**config.mk**
```make
export PLATFORM = sky130hd
export DESIGN_NAME = instr_fetch_unit
export DESIGN_NICKNAME = d
export VERILOG_FILES = /design/src/rtl/instr_fetch_unit.sv
export SDC_FILE = /design/constraint.sdc
export NUM_CORES = 1
export LEC_CHECK = 0
export ABC_CLOCK_PERIOD_IN_PS = 4000
export CORE_ASPECT_RATIO = 0.9
export CORE_MARGIN = 1.5
export CORE_UTILIZATION = 55
export CTS_CLUSTER_SIZE = 10
export DETAILED_ROUTE_END_ITERATION = 6
export PLACE_DENSITY = 0.88
export REMOVE_ABC_BUFFERS = 1
export SLEW_MARGIN = 20
export SYNTH_ARGS = -nofsm -noshare
export SYNTH_HDL_FRONTEND = slang
export SYNTH_SLANG_ARGS = --single-unit
export TNS_END_PERCENT = 50
```
**constraint.sdc**
```tcl
create_clock -name clk -period 4 [get_ports clk]
set_clock_uncertainty 0.05 [all_clocks]
set_input_delay 0.8 -clock clk [delete_from_list [all_inputs] [get_ports clk]]
set_output_delay 0.8 -clock clk [all_outputs]
set_load 0.02 [all_outputs]
```
**src/rtl/instr_fetch_unit.sv**
```systemverilog
// Instruction fetch unit: owns the fetch PC, issues credit-limited imem reads and queues in-order
// responses for decode. Optional IFETCH_PERF_EN adds fetch/flush performance counters.
module instr_fetch_unit #(
  parameter int ADDR_W = 32,
  parameter int DATA_W = 32,
  parameter int QDEPTH = 4,
  parameter logic [ADDR_W-1:0] RESET_PC = '0
) (
  input  logic              clk,
  input  logic              rst,
  input  logic              redirect_valid,
  input  logic [ADDR_W-1:0] redirect_pc,
  output logic              imem_req_valid,
  input  logic              imem_req_ready,
  output logic [ADDR_W-1:0] imem_req_addr,
  input  logic              imem_rsp_valid,
  input  logic [DATA_W-1:0] imem_rsp_data,
  output logic              inst_valid,
  input  logic              inst_ready,
  output logic [DATA_W-1:0] inst_data,
`ifdef IFETCH_PERF_EN
  output logic [ADDR_W-1:0] inst_pc,
  output logic [31:0]       perf_fetch_cnt,
  output logic [31:0]       perf_flush_cnt
`else
  output logic [ADDR_W-1:0] inst_pc
`endif
);

  localparam int PW = $clog2(QDEPTH);
  localparam int CW = PW + 1;
  localparam logic [CW:0] QD_C = (CW+1)'(QDEPTH);

  logic [ADDR_W-1:0] fetch_pc_q, fetch_pc_d;
  logic              started_q;
  logic [ADDR_W-1:0] pc_q   [QDEPTH];
  logic [DATA_W-1:0] data_q [QDEPTH];
  logic [QDEPTH-1:0] filled_q, filled_d;
  logic [PW-1:0]     head_q, head_d, alloc_q, alloc_d, fill_q, fill_d;
  logic [CW-1:0]     count_q, count_d, pend_q, pend_d, drop_q, drop_d;

  logic [CW:0] credit_use;
  logic        hs, pop, drop_rsp, fill_rsp;

  // Discarded responses still hold credit until they drain, so memory never sees more than QDEPTH in flight.
  assign credit_use     = {1'b0, count_q} + {1'b0, drop_q};
  assign imem_req_valid = started_q && (credit_use < QD_C);
  assign imem_req_addr  = fetch_pc_q;

  assign hs       = imem_req_valid && imem_req_ready;
  assign pop      = inst_valid && inst_ready;
  assign drop_rsp = imem_rsp_valid && (drop_q != '0);
  assign fill_rsp = imem_rsp_valid && (drop_q == '0);

  assign inst_valid = filled_q[head_q];
  assign inst_data  = inst_valid ? data_q[head_q] : '0;
  assign inst_pc    = inst_valid ? pc_q[head_q]   : '0;

  always_comb begin
    fetch_pc_d = fetch_pc_q;
    filled_d   = filled_q;
    head_d     = head_q;
    alloc_d    = alloc_q;
    fill_d     = fill_q;
    count_d    = count_q;
    pend_d     = pend_q;
    drop_d     = drop_q;
    if (redirect_valid) begin
      // Everything requested but not yet returned becomes a response to throw away.
      fetch_pc_d = redirect_pc;
      filled_d   = '0;
      head_d     = '0;
      alloc_d    = '0;
      fill_d     = '0;
      count_d    = '0;
      pend_d     = '0;
      drop_d     = drop_q + pend_q + CW'(hs) - CW'(imem_rsp_valid);
    end else begin
      if (hs) begin
        fetch_pc_d        = fetch_pc_q + ADDR_W'(1);
        filled_d[alloc_q] = 1'b0;
        alloc_d           = alloc_q + PW'(1);
      end
      if (pop) begin
        filled_d[head_q] = 1'b0;
        head_d           = head_q + PW'(1);
      end
      if (drop_rsp) drop_d = drop_q - CW'(1);
      if (fill_rsp) begin
        filled_d[fill_q] = 1'b1;
        fill_d           = fill_q + PW'(1);
      end
      count_d = count_q + CW'(hs) - CW'(pop);
      pend_d  = pend_q + CW'(hs) - CW'(fill_rsp);
    end
  end

  always_ff @(posedge clk or negedge rst) begin
    if (!rst) begin
      fetch_pc_q <= RESET_PC;
      started_q  <= 1'b0;
      filled_q   <= '0;
      head_q     <= '0;
      alloc_q    <= '0;
      fill_q     <= '0;
      count_q    <= '0;
      pend_q     <= '0;
      drop_q     <= '0;
    end else begin
      fetch_pc_q <= fetch_pc_d;
      started_q  <= 1'b1;
      filled_q   <= filled_d;
      head_q     <= head_d;
      alloc_q    <= alloc_d;
      fill_q     <= fill_d;
      count_q    <= count_d;
      pend_q     <= pend_d;
      drop_q     <= drop_d;
    end
  end

  // Payload storage needs no reset: outputs are masked by the filled bits.
  always_ff @(posedge clk) begin
    if (hs && !redirect_valid)       pc_q[alloc_q]  <= fetch_pc_q;
    if (fill_rsp && !redirect_valid) data_q[fill_q] <= imem_rsp_data;
  end

`ifdef IFETCH_PERF_EN
  logic [31:0] perf_fetch_q, perf_flush_q;

  assign perf_fetch_cnt = perf_fetch_q;
  assign perf_flush_cnt = perf_flush_q;

  // Filled entries count at the redirect; unfilled ones count later as their responses are dropped.
  always_ff @(posedge clk or negedge rst) begin
    if (!rst) begin
      perf_fetch_q <= '0;
      perf_flush_q <= '0;
    end else if (redirect_valid) begin
      perf_flush_q <= perf_flush_q + 32'(count_q - pend_q) + 32'(imem_rsp_valid);
    end else begin
      perf_fetch_q <= perf_fetch_q + 32'(pop);
      perf_flush_q <= perf_flush_q + 32'(drop_rsp);
    end
  end
`endif

endmodule

```
==> flow_metrics.py, run 1 <==
metrics = {
    "logic_synthesis": {
        "ys_warn_count": 0,
        "synth.area.mux_share": 0.1154,
        "synth-main-ff-cell": "edfxtp_1",
        "syn_avg_cell_area_um2": 16.59,
        "synth_top_family_by_area": "multiplexers",
        "netlist_area_mm2": 0.01313,
        "ys_ff_latch": 308,
        "synth_xor_area_frac": 0.01049,
        "ys_types": 44,
        "synth_top_cell_area_share": 0.5856,
        "ys_top_cells_by_area": "edfxtp_1, mux4_2, dfrtp_1",
        "synth_top_area_cell": "edfxtp_1",
        "synth_compound_area_frac": 0.03489,
        "async_flop_share": 0.1688,
        "postSynthCellCount": 791,
        "synth_edf_count": 256,
        "synthAdderAreaFrac": 0.02802,
        "synth-simple-area-share": 0.1047,
        "yosysSeqAreaShare": 0.6848,
    },
    "setup_path": {
        "critPathCaptureType": "output pin",
        "cp.arrival_ps": 2940,
        "cp-start-kind": "register",
        "worstPathRequired_ps": 3150,
        "worstSetupPathType": "register to output pin",
        "worstPathMaxFanout": 43,
        "cp-startpoint": "head_q[0]",
        "rr_startpoint": "head_q[0]",
    },
    "timing": {
        "hold_violations": 0,
        "maxSlewHeadroom": 0.3289,
        "timing.final.crit_share": 0.9470,
        "layout_min_cycle_time_ps": 3788,
        "finalSetupViolations": 0,
        "fmax_ghz": 0.2640,
        "rsz0062_at_grt": "false",
        "slew_violations": 0,
        "worstMarginPinSlew_ps": 1007,
        "fin_setup_tns_ps": 0,
        "fin_hold_ws_ps": 341.1,
    },
    "global_route": {
        "grt_max_degree": 68,
        "antenna_found_initial": 4,
        "overflow": 0,
        "grt_usage": 0.2406,
        "grt_pass1_vias": 8069,
        "grt_pass1_wl_mm": 45.28,
    },
    "layout": {
        "fin_util": 0.6961,
        "layout-drive-gt1-share": 0.1429,
        "syn_to_final_growth_pct": 24.14,
        "fin_nets": 1078,
        "fin_area_mm2": 0.01629,
    },
    "clock_network": {
        "cts_tree": "built",
        "clk_pin_slew_ps": 60,
        "hold_buffers": 0,
        "htreeDepth": 2,
        "cts_resized": 0,
        "clk_latency_ps": 520,
        "cts.sinks": 308,
        "clockBufferDepth": 3,
        "cts_root_buffer": "clkbuf_16",
        "numCtsBuffers": 36,
        "post_cts.repair.setup_buffers": 0,
    },
    "place": {
        "place_congestion": 0.8068,
        "place_hpwl_mm": 18.61,
        "port_buffers": 167,
        "dpl-instance-area_mm2": 0.01522,
    },
    "outcome": {
        "outcome": "finished, final reports clean",
    },
    "floorplan": {
        "initial_utilization": 0.5607,
        "io-pin-count": 168,
        "rows": 53,
        "dieWidth_um": 165.8,
        "die_y_um": 149.6,
        "die_area_mm2": 0.02480,
        "core_area_mm2": 0.02341,
    },
    "power_and_ir_drop": {
        "internal_power_w": 0.006120,
        "p_leak_nw": 5.530,
        "powerDensity_mw_per_mm2": 502.2,
        "vdd_ir_drop_max_mv": 0.4182,
        "p_seq_frac": 0.471,
        "switchingPower_w": 0.002064,
        "comb_power_share": 0.168,
        "p_clk_frac": 0.361,
        "netSwitchingFraction": 0.2522,
    },
    "route": {
        "via_count": 7876,
        "avgViaCountPerCell": 5.994,
        "dr.pass1.iters": 7,
        "drc_errors": 0,
        "wire_per_inst_um": 22.35,
        "drtIter0Drc": 804,
        "final_antenna_net_count": 0,
        "wirelength_mm": 29.37,
    },
    "hold_path": {
        "hold_class": "input port to asynchronous set/reset pin",
    },
    "run": {
        "cap_viol_max_count": 0,
    },
}
==> power by group through the flow <==
stage | registers (W) | logic (W) | clock network, W
4_1_cts | 0.00385 | 0.00139 | 0.00300
3_3_place_gp | 0.00389 | 0.00133 | 0
2_1_floorplan | 0.00392 | 0.000760 | 0
5_1_grt | 0.00387 | 0.00150 | 0.00312
6_report | 0.00385 | 0.00138 | 0.00295
3_5_place_dp | 0.00391 | 0.00137 | 0
==> metrics by stage <==
stage / instances / total power [W] / setup slack [ps]
floorplan: 749 / 0.004681 / -1230
global placement: 1245 / 0.005226 / 754.9
CTS: 1310 / 0.008235 / 160.0
finish: 1314 / 0.008184 / 212.2
detailed placement: 1245 / 0.005283 / 683.7
global route: 1314 / 0.008496 / 89.71
==> cell usage after synthesis (all sizes together), types with 17 or more instances <==
library cell / number
clkbuf: 29
edfxtp: 256
o21ai: 19
nand4: 24
or4: 17
ha: 23
inv: 26
nor2: 30
a31oi: 19
and2: 74
nand2: 27
dfrtp: 52
mux4: 65
==> placed cells by master, fill, tap and decap left out, types with 26 or more instances in the layout <==
| cell type | instances |
|---|---|
| clkbuf_16 | 38 |
| clkbuf_1 | 26 |
| inv_1 | 26 |
| clkdlybuf4s50_1 | 165 |
| dfrtp_1 | 50 |
| nor2_1 | 30 |
| and2_1 | 70 |
| nand2_1 | 27 |
| edfxtp_1 | 256 |
| mux4_2 | 65 |
==> final timing paths <==
kind	end	slack, ps	depth (start not counted)
max in group asynchronous	imem_req_addr[19]	2750	2
worst max-delay path	inst_data[7]	210	4
worst min register to register	filled_q[1]	470	1
worst min-delay path	imem_req_addr[29]	340	1
worst max register to register	count_q[2]	710	10
min in group clk	filled_q[1]	470	1
==> state kept, by name, summed over array words and instances (netlist names) <==
register       cells
drop_q             3
filled_q           4
imem_req_addr     32
fill_q             2
pc_q             128
alloc_q            2
head_q             2
count_q            3
pend_q             3
data_q           128
started_q          1
==> metal layers <==
metal / track usage / routed length, µm / up-vias / part of all wire
li1: - / - / 3492 / -
met1: 0.3232 / 11820 / 3971 / 0.40
met2: 0.3879 / 14750 / 353 / 0.50
met3: 0.04919 / 1952 / 60 / 0.066
met4: 0.1045 / 844 / 0 / 0.029
met5: 0 / 0 / - / 0
==> final cells by class <==
type                            instances  area, µm²
Antenna cell                            4      10.01
Clock buffer                           64       1049
Clock inverter                          1      16.27
Fill cell                            1447       7114
Inverter                               26      97.59
Multi-Input combinational cell        415       3861
Sequential cell                       308       8994
Tap cell                              302      377.9
Timing Repair Buffer                  194       1889
==> cells by family after synthesis <==
| family | Yosys count |
|---|---|
| AO/OA/AOI/OAI | 70 |
| flip-flops | 308 |
| adder cells (fa/ha/maj) | 27 |
| multiplexers | 70 |
| AND/OR/NAND/NOR | 233 |
| XOR/XNOR | 14 |
| buffers and inverters | 68 |
| other | 1 |
==> critical path, cell delays in order (launching register included) <==
cell and delay, ps:
dfrtp_4 600, mux4_2 830, buf_12 290, and2_1 170, clkdlybuf4s50_1 540
Note: power is estimated with default switching activity, not from simulation.
==> run 2: changes to the inputs <==
--- a/config.mk
+++ b/config.mk
@@ -17,4 +17,3 @@
 export SYNTH_ARGS = -nofsm -noshare
 export SYNTH_HDL_FRONTEND = slang
 export SYNTH_SLANG_ARGS = --single-unit
-export TNS_END_PERCENT = 50
==> results of run 2 <==
No change in the layout: final DEF, timing and power equal those of run 1.
==> run 3: changes to the inputs <==
--- a/config.mk
+++ b/config.mk
@@ -8,10 +8,10 @@
 export ABC_CLOCK_PERIOD_IN_PS = 4000
 export CORE_ASPECT_RATIO = 0.9
 export CORE_MARGIN = 1.5
-export CORE_UTILIZATION = 55
+export CORE_UTILIZATION = 40
 export CTS_CLUSTER_SIZE = 10
 export DETAILED_ROUTE_END_ITERATION = 6
-export PLACE_DENSITY = 0.88
+export PLACE_DENSITY = 0.7
 export REMOVE_ABC_BUFFERS = 1
 export SLEW_MARGIN = 20
 export SYNTH_ARGS = -nofsm -noshare
==> flow_metrics.py, run 3 (synthesis gave the netlist of run 1 again) <==
metrics = {
    "clock_network": {
        "post_cts.repair.setup_buffers": 0,
        "clk_pin_slew_ps": 60,
        "clk_latency_ps": 500,
        "cts_tree": "built",
        "cts.sinks": 308,
        "cts_root_buffer": "clkbuf_16",
        "numCtsBuffers": 37,
        "cts_resized": 0,
        "clockBufferDepth": 3,
        "htreeDepth": 2,
        "hold_buffers": 0,
    },
    "route": {
        "wirelength_mm": 29.43,
        "avgViaCountPerCell": 5.395,
        "drc_errors": 10,
        "drtIter0Drc": 541,
        "final_antenna_net_count": 0,
        "via_count": 7634,
        "dr.pass1.iters": 7,
        "wire_per_inst_um": 20.80,
    },
    "power_and_ir_drop": {
        "vdd_ir_drop_max_mv": 0.2618,
        "powerDensity_mw_per_mm2": 499.8,
        "p_leak_nw": 5.493,
        "totalPowerFinal_w": 0.008188,
    },
    "timing": {
        "fin_hold_ws_ps": 382.0,
        "slew_violations": 0,
        "fmax_ghz": 0.2770,
        "finalSetupViolations": 0,
        "hold_violations": 0,
        "layout_min_cycle_time_ps": 3610,
        "timing.final.crit_share": 0.9026,
        "worstMarginPinSlew_ps": 947.3,
        "rsz0062_at_grt": "false",
        "maxSlewHeadroom": 0.3685,
    },
    "place": {
        "place_hpwl_mm": 18.10,
        "place_congestion": 0.7900,
        "port_buffers": 167,
    },
    "floorplan": {
        "rows": 62,
        "io-pin-count": 168,
        "core_area_mm2": 0.03212,
        "die_y_um": 174.9,
        "dieWidth_um": 194.0,
        "initial_utilization": 0.4087,
        "die_area_mm2": 0.03391,
    },
    "setup_path": {
        "worstSetupPathType": "register to output pin",
        "cp.arrival_ps": 2760,
        "critPathCaptureType": "output pin",
        "cp-start-kind": "register",
        "worstPathMaxFanout": 68,
        "worstPathRequired_ps": 3150,
    },
    "global_route": {
        "grt_max_degree": 69,
        "grt_usage": 0.1777,
        "overflow": 0,
        "antenna_found_initial": 2,
        "grt_pass1_wl_mm": 46.35,
        "grt_pass1_vias": 7991,
    },
    "layout": {
        "layout-drive-gt1-share": 0.1343,
        "syn_to_final_growth_pct": 24.80,
        "final_common_cell": "edfxtp_1",
        "final_cell_mix": "edfxtp_1, clkdlybuf4s50_1, and2_1, mux4_2, dfrtp_1",
        "fin_nets": 1071,
        "fin_util": 0.5101,
    },
    "outcome": {
        "violations": "DRC",
        "outcome": "finished with violations",
    },
    "run": {
        "cap_viol_max_count": 0,
    },
    "hold_path": {
        "hold_class": "input port to asynchronous set/reset pin",
    },
}
[run 3: final timing paths]
kind | cells after the start | endpoint | slack (ps) | start
setup reg to reg | 13 | pend_q[2] | 910 | drop_q[2]
max in group asynchronous | 2 | imem_req_addr[19] | 2700 | rst
min in group clk | 1 | filled_q[1] | 470 | filled_q[1]
hold / removal | 1 | imem_req_addr[2] | 380 | rst
setup / recovery | 4 | inst_pc[18] | 390 | head_q[0]
hold reg to reg | 1 | filled_q[1] | 470 | filled_q[1]
[run 3: area by class of cell]
class,count,area [µm²]
clock buffer,61,1047
antenna,1,2.502
inverter,26,97.59
fill,2662,15730
multi-input combinational,415,3856
timing repair buffer,186,1842
sequential,308,8994
clock inverter,2,22.52
tap,416,520.5
[run 3: critical path, cell delays in order, from the launching register on]
cell	delay [ps]
dfrtp_4	430
buf_12	470
mux4_2	590
and2_1	180
clkdlybuf4s50_1	540
[run 3: report_power, final]
part	internal, W	switching [W]	leakage [nW]	total, W
Combinational	0.000675	0.000701	2.06	0.00138
Sequential	0.00368	0.000171	2.92	0.00385
Clock	0.00178	0.00119	0.513	0.00296
Total	0.00613	0.00206	5.49	0.00819
[run 3: per-stage QoR]
stage,setup TNS [ps],instance area (µm²),std cells,worst slack (ps)
floorplan,-60130,12940,749,-1230
global placement,0,15310,1351,852.3
detailed placement,0,15310,1351,794.2
CTS,0,16380,1414,327.4
global route,0,16380,1415,237.1
finish,0,16380,1415,389.7
[run 3: per-layer routing]
metal  track usage  vias to the layer above  wire [µm]
met5             0                        -         11
met4       0.05273                        2        527
met3       0.03088                       42       1344
met2        0.2945                      185      14460
met1        0.2422                     3923      13090
li1              -                     3482          -
